**config.mk**
```make
export PLATFORM = sky130hd
export DESIGN_NAME = memwb_skid_stage
export DESIGN_NICKNAME = d
export VERILOG_FILES = /design/src/rtl/memwb_skid_stage.sv
export SDC_FILE = /design/constraint.sdc
export NUM_CORES = 1
export LEC_CHECK = 0
export CAP_MARGIN = 15
export CORE_AREA = 2 2 152 154
export CTS_CLUSTER_DIAMETER = 80
export DETAILED_ROUTE_END_ITERATION = 10
export DIE_AREA = 0 0 154 156
export DONT_BUFFER_PORTS = 1
export PLACE_DENSITY_LB_ADDON = 0.15
export SKIP_LAST_GASP = 1
export SLEW_MARGIN = 20
export SYNTH_ARGS = -nofsm -noshare
export SYNTH_HDL_FRONTEND = slang
export SYNTH_SLANG_ARGS = --single-unit
```
**constraint.sdc**
```tcl
create_clock -name clk -period 4 [get_ports clk]
set_input_delay 0.8 -clock clk [delete_from_list [all_inputs] [get_ports clk]]
set_output_delay 0.8 -clock clk [all_outputs]
set_load 0.02 [all_outputs]
```
**src/rtl/memwb_skid_stage.sv**
```systemverilog
// rtl/memwb_skid_stage.sv - MEM/WB pipeline register with two-entry skid buffer and flush
//
// Purpose: registers ALU result, load data and writeback control between the
// memory stage and writeback. A second (skid) entry absorbs the one input that
// can arrive in the cycle the output stalls. As a result, in_ready is a pure flop
// and never depends combinationally on out_ready.
//
// Ports:
//   clk, reset          clock; synchronous active-high reset
//   flush               synchronous discard of all held entries
//   in_valid/in_ready   upstream handshake
//   alu_in, mem_data_in, control_in   upstream payload
//   out_valid/out_ready downstream handshake
//   alu_out, mem_data_out, control_out   registered payload (control masked on bubbles)
//   occupancy           held entries, 0..2
module memwb_skid_stage #(
  parameter int DATA_WIDTH    = 64,
  parameter int CONTROL_WIDTH = 16,
  parameter bit MASK_CTRL     = 1'b1
) (
  input  logic                     clk,
  input  logic                     reset,
  input  logic                     flush,
  input  logic                     in_valid,
  output logic                     in_ready,
  input  logic [DATA_WIDTH-1:0]    alu_in,
  input  logic [DATA_WIDTH-1:0]    mem_data_in,
  input  logic [CONTROL_WIDTH-1:0] control_in,
  output logic                     out_valid,
  input  logic                     out_ready,
  output logic [DATA_WIDTH-1:0]    alu_out,
  output logic [DATA_WIDTH-1:0]    mem_data_out,
  output logic [CONTROL_WIDTH-1:0] control_out,
  output logic [1:0]               occupancy
);

  typedef enum logic [1:0] {
    EMPTY = 2'd0,
    ONE   = 2'd1,
    TWO   = 2'd2
  } state_t;

  state_t                   state;
  logic                     main_valid;
  logic                     skid_valid;
  logic [DATA_WIDTH-1:0]    main_alu;
  logic [DATA_WIDTH-1:0]    main_mem;
  logic [CONTROL_WIDTH-1:0] main_ctrl;
  logic [DATA_WIDTH-1:0]    skid_alu;
  logic [DATA_WIDTH-1:0]    skid_mem;
  logic [CONTROL_WIDTH-1:0] skid_ctrl;

  logic accept;
  logic fire;

  assign accept = in_valid & in_ready;
  assign fire   = main_valid & out_ready;

  always_ff @(posedge clk) begin
    if (reset) begin
      state      <= EMPTY;
      main_valid <= 1'b0;
      skid_valid <= 1'b0;
      main_alu   <= '0;
      main_mem   <= '0;
      main_ctrl  <= '0;
      skid_alu   <= '0;
      skid_mem   <= '0;
      skid_ctrl  <= '0;
    end else if (flush) begin
      // Only the valid bits clear; payload keeps its last value so the
      // data outputs hold steady across the bubble.
      state      <= EMPTY;
      main_valid <= 1'b0;
      skid_valid <= 1'b0;
    end else begin
      case (state)
        EMPTY: begin
          if (accept) begin
            main_alu   <= alu_in;
            main_mem   <= mem_data_in;
            main_ctrl  <= control_in;
            main_valid <= 1'b1;
            state      <= ONE;
          end
        end
        ONE: begin
          if (accept && fire) begin
            main_alu  <= alu_in;
            main_mem  <= mem_data_in;
            main_ctrl <= control_in;
          end else if (accept) begin
            // Output stalled: park the new entry behind main.
            skid_alu   <= alu_in;
            skid_mem   <= mem_data_in;
            skid_ctrl  <= control_in;
            skid_valid <= 1'b1;
            state      <= TWO;
          end else if (fire) begin
            main_valid <= 1'b0;
            state      <= EMPTY;
          end
        end
        TWO: begin
          if (fire) begin
            main_alu   <= skid_alu;
            main_mem   <= skid_mem;
            main_ctrl  <= skid_ctrl;
            skid_valid <= 1'b0;
            state      <= ONE;
          end
        end
        default: begin
          state      <= EMPTY;
          main_valid <= 1'b0;
          skid_valid <= 1'b0;
        end
      endcase
    end
  end

  assign in_ready     = ~skid_valid;
  assign out_valid    = main_valid;
  assign occupancy    = state;
  assign alu_out      = main_alu;
  assign mem_data_out = main_mem;

  // Writeback must never see stale control on a bubble when masking is on.
  assign control_out = MASK_CTRL ? (main_ctrl & {CONTROL_WIDTH{main_valid}}) : main_ctrl;

endmodule

```
==> summary.txt, run 1 <==
Global route
  – Global routing's busiest layer: met2
  – Total gr overflow: 0
  – Tot GR Track Use: 0.285
  – Met2 global-route usage: 0.437
  – Initial antenna violation count: 0
  – Vias in the first global route: ~10000
  – Largest net degree at the start of global routing: 290
  – Met3 Resource Use GR: 0.0906
  – Met1 Track Usage GR: 0.382
  – First-pass GRT wire length: 57500 µm

Pwr
  – Leakage power: 5.30 nW
  – PwrDens: 465 mW/mm²
  – VDD IR max: 339 µV

Yosys
  – Cell count after synthesis: between 1000 and 1500
  – Yosys warns: 0
  – Post-Syn Area: around 0.013 mm²
  – Synth Net Count: 1543
  – Synth unique cells: 31
  – Synth Register Bits: between 200 and 300
  – Post-synthesis sequential area ratio: 0.440
  – Synthesized area per cell: 9.54 µm²

Drt
  – Via count: 11000
  – Via-per-instance ratio: 7.01
  – Initial DRC count: around 1200
  – Routed wire length: 36100 µm
  – Antenna Violating Nets Remaining: 0
  – Pre-antenna DRT Iters: 6
  – DRC Markers: 0
  – Avg WL per Cell: 23.1 µm

Worst setup path
  – Kind of critical path: reg -> out
  – Crit path DAT: ~1900 ps
  – Crit-path max FO: 21
  – CP Capture Type: output pin
  – Worst EP required: 3200 ps
  – Startpoint Class: register

Floorplan
  – Core area: ~0.022 mm²
  – Row count: 55
  – Die Wd: approximately 150 µm
  – Initial Util: 0.595
  – I/O Pins: 297
  – Chip height: 156 µm
  – Die area: 0.0240 mm²

STA
  – Clock Skews: about 12 ps
  – Slew @ Worst Pin: a little over 800 ps
  – Final period utilization: 0.679
  – Setup TNS: 0 ps
  – RSZ-0062 raised after global routing: false
  – Setup Viol. Count Final: 0
  – Slew Viols, Final: 0
  – Post-layout min period: 2720 ps
  – FMAX: 368 MHz
  – Hold Slack: 341 ps
  – Worst rel slew slack: 0.448
  – Fin. Hold Viols: 0

Placement
  – I/O Buffers: 0
  – Post-DP HPWL: about 19000 µm
  – RePlAce Congestion: 0.763

Run
  – Max-cap violations: 0

Final layout
  – Area delta synth->final: 5.69%
  – Share of cells above drive strength 1: 0.106
  – Most common cell after layout, fill and taps aside: dfxtp_1
  – Diode count: 0
  – Commonest cells after routing, fill and taps aside: dfxtp_1 (292), a21oi_1 (147), nand3_1 (146), a221oi_1 (145), o21ai_0 (145)
  – Total Nets Final: ~1400

Clock tree
  – Hold_buf cts: 0
  – Clock Tree Buf Depth: 3
  – Clock Sinks: 292
  – Clock Pin Slew Worst Setup and Hold Paths: 60 ps
  – # H-tree levels: 1
  – Root buf cell: clkbuf_16
  – CTS Buf Count: 30
  – CTS tree: built
  – Setup Fix Bufs, Post-CTS: 0
  – Worst-skew pair later-pin latency: 550 ps
  – Post-CTS resize count: 0

Worst hold path
  – Hold crit path type: in -> reg

Run status
  – Status: complete, no violations
sequential cells by signal (all words and copies together), names as in the netlist:
name,count
skid_mem,64
skid_ctrl,16
mem_data_out,64
main_ctrl,16
skid_alu,64
occupancy,2
skid_valid,1
alu_out,64
out_valid,1
metal layers:
| metal | routed length, µm | vias to the layer above |
|---|---|---|
| met1 | 14800 | 5335 |
| met5 | 0 | - |
| li1 | - | 5090 |
| met4 | 1160 | 0 |
| met2 | 16400 | 465 |
| met3 | 3710 | 66 |
cell type report:
| class | instances | area (µm²) |
|---|---|---|
| Fill cell | 1855 | 8310 |
| Multi-Input combinational cell | 905 | 6560 |
| Sequential cell | 292 | 5850 |
| Clock buffer | 45 | 868 |
| Tap cell | 285 | 357 |
| Timing Repair Buffer | 21 | 315 |
| Clock inverter | 11 | 88.8 |
| Inverter | 4 | 17.5 |
synth_stat cells:
master	number	area (µm²)
dfxtp_1	292	5850
a21oi_1	147	736
nand3_1	146	731
a221oi_1	145	1270
o21ai_0	145	726
mux2i_1	144	1440
clkbuf_1	106	398
a211oi_1	84	631
a211oi_2	60	751
buf_2	59	295
and2_1	16	100
buf_4	13	97.6
buf_6	10	113
buf_1	5	18.8
inv_1	3	11.3
nand2_1	2	7.51
nand2b_1	2	12.5
o21bai_1	2	15.0
a211o_1	1	8.76
a21bo_1	1	10.0
a21boi_0	1	7.51
a22o_1	1	8.76
a31oi_1	1	6.26
and3_1	1	6.26
and4b_1	1	10.0
inv_2	1	3.75
nor3b_1	1	7.51
nor4b_1	1	8.76
or2_2	1	6.26
or3_1	1	6.26
or4b_1	1	10.0
report_power, final:
group / internal, mW / total, mW / leakage, nW / switching (mW)
Clock: 1.56 / 2.70 / 0.469 / 1.14
Sequential: 3.04 / 3.25 / 2.38 / 0.214
Combinational: 0.232 / 0.580 / 2.45 / 0.348
Total: 4.83 / 6.53 / 5.30 / 1.70
logic make-up after synthesis:
| kind of cell | count (synthesis) | share of synthesized area |
|---|---|---|
| AO/OA/AOI/OAI | 588 | 0.313 |
| buffers and inverters | 197 | 0.0705 |
| flip-flops | 292 | 0.440 |
| multiplexers | 144 | 0.108 |
| AND/OR/NAND/NOR | 173 | 0.0681 |
stage by stage:
step | total power, mW | cell area, µm² | instances | util | worst slack [ps]
after global placement | 3.88 | 13100 | 1506 | 0.584 | 1390
after global routing | 6.77 | 14100 | 1563 | 0.628 | 1200
final | 6.53 | 14100 | 1563 | 0.628 | 1280
after CTS | 6.59 | 14000 | 1562 | 0.627 | 1260
after floorplan | 3.81 | 13300 | 1394 | - | 1930
after detailed placement | 3.89 | 13100 | 1506 | 0.584 | 1280
path summary, 6_finish.rpt:
kind                     start              to  slack (ps)  cells after the start
setup / recovery     out_valid  control_out[2]        1280                      2
setup reg to reg     out_valid     alu_out[27]        1440                      5
hold / removal           reset    skid_alu[44]         340                      1
hold reg to reg   skid_mem[63]    skid_mem[63]         470                      2
critical path, cell delays in order, from the launching register on:
cell and delay [ps]:
dfxtp_1 690, buf_4 350, and2_1 330
Note: power is estimated with default switching activity, not from simulation.
==> run 2, diff against run 1 <==
clock period = 2.7 ns   (was 4 ns; I/O delays follow)
==> summary.txt, run 2 (synthesis gave the netlist of run 1 again) <==
Floorplan
  – Chip height: roughly 160 µm
  – Die Wd: 154 µm
  – Die area: 0.0240 mm²
  – I/O Pins: ~300
  – Row count: 55
  – Initial Util: 0.595
  – Core area: ~0.022 mm²

Final layout
  – Most common cell after layout, fill and taps aside: dfxtp_1
  – Area delta synth->final: 7.16%
  – Share of cells above drive strength 1: 0.114
  – Commonest cells after routing, fill and taps aside: dfxtp_1 (292), a21oi_1 (147), nand3_1 (146), a221oi_1 (145), o21ai_0 (145)
  – Total Nets Final: ~1400
  – Diode count: 0

STA
  – FMAX: 436 MHz
  – Setup TNS: 0 ps
  – Post-layout min period: 2300 ps
  – Slew Viols, Final: 0
  – Slew @ Worst Pin: 738 ps
  – Final period utilization: 0.850
  – Fin. Hold Viols: 0
  – Clock Skews: 12.7 ps
  – Setup Viol. Count Final: 0
  – RSZ-0062 raised after global routing: false
  – Worst rel slew slack: 0.508

Clock tree
  – Root buf cell: clkbuf_16
  – Clock Sinks: 292
  – Post-CTS resize count: 0
  – Clock Pin Slew Worst Setup and Hold Paths: 60 ps
  – # H-tree levels: 1
  – CTS tree: built
  – Worst-skew pair later-pin latency: between 500 and 600 ps
  – Hold_buf cts: 0
  – CTS Buf Count: 30
  – Clock Tree Buf Depth: 3
  – Setup Fix Bufs, Post-CTS: 0

Pwr
  – VDD IR max: between 500 and 600 µV
  – Leakage power: 5.41 nW
  – PwrDens: 701 mW/mm²
  – Total power: 9.99 mW

Drt
  – Avg WL per Cell: 23.2 µm
  – Initial DRC count: 1280
  – Antenna Violating Nets Remaining: 0
  – Routed wire length: approximately 36000 µm
  – Pre-antenna DRT Iters: 6
  – Via-per-instance ratio: a little over 7
  – DRC Markers: 0
  – Via count: around 11000

Placement
  – I/O Buffers: 0
  – Post-DP HPWL: slightly below 20000 µm
  – RePlAce Congestion: roughly 0.74

Worst hold path
  – Hold path depth: 1
  – Worst hold start: reset
  – Endpoint of the worst hold path: skid_alu[43]
  – Hold crit path type: in -> reg

Worst setup path
  – Crit path DAT: 1760 ps
  – Crit-path max FO: 15
  – Critical Path Source: out_valid
  – Worst reg2reg path depth: 4
  – Kind of critical path: reg -> out
  – Worst EP required: 2160 ps
  – CP Capture Type: output pin
  – Startpoint Class: register
  – Worst flop-to-flop path endpoint: mem_data_out[39]
  – R2R Setup Slk: 450 ps
  – RR Startpoint: occupancy[1]

Run
  – Max-cap violations: 0

Global route
  – Vias in the first global route: a little over 10000
  – Largest net degree at the start of global routing: 290
  – First-pass GRT wire length: 57100 µm
  – Total gr overflow: 0
  – Initial antenna violation count: 0
  – Tot GR Track Use: 0.284

Run status
  – Status: complete, no violations
run 2: changes by cell type in the layout (fill, tap and decap cells not counted), sizes merged:
cell / delta
bufinv: +2
buf: +8
inv: +1
clkinv: -2
clkinvlp: -2
run 2: routing by layer:
layer,wire (µm),GRT usage,vias up
li1,-,-,5103
met1,15400,0.381,5467
met2,16400,0.437,420
met3,3510,0.0892,69
met4,1100,0.0872,0
met5,0,0,-
run 2: cell type report:
cell class,instances,area (µm²)
clock buffers,45,908
clock inverters,10,129
fillers,1868,8110
inverters,4,17.5
multi-input cells,905,6560
flip-flops and latches,292,5850
well taps,285,357
repair buffers,29,430
run 2: where the power goes:
group	switching, mW	leakage [nW]	total, mW	internal (mW)
combinational	0.520	2.51	0.871	0.352
sequential	0.316	2.38	4.82	4.50
clock	1.71	0.517	4.30	2.60
total	2.54	5.41	9.99	7.45
run 2: worst max-delay path by stage:
stage                       to  slack [ps]  cells past startpoint
3_5_place_dp   mem_data_out[6]         490                      4
3_3_place_gp        alu_out[8]         580                      4
5_1_grt         control_out[2]         330                      2
2_1_floorplan      alu_out[18]         860                      7
4_1_cts        control_out[15]         410                      2
6_report       control_out[15]         400                      2
run 2: through the flow:
step | hold WS, ps | std cells | instance area, µm² | util | setup slack, ps
finish | 62.6 | 1570 | 14300 | 0.637 | 405
global route | 38.5 | 1570 | 14300 | 0.637 | 326
CTS | 48.6 | 1570 | 14300 | 0.637 | 410
detailed placement | 459 | 1515 | 13200 | 0.591 | 491
global placement | 453 | 1515 | 13200 | 0.591 | 577
floorplan | 453 | 1394 | 13300 | - | 860
run 2: worst max-delay path, cell delays in order (launching register included):
cell and delay [ps]:
dfxtp_1 630, buf_4 260, and2_1 310
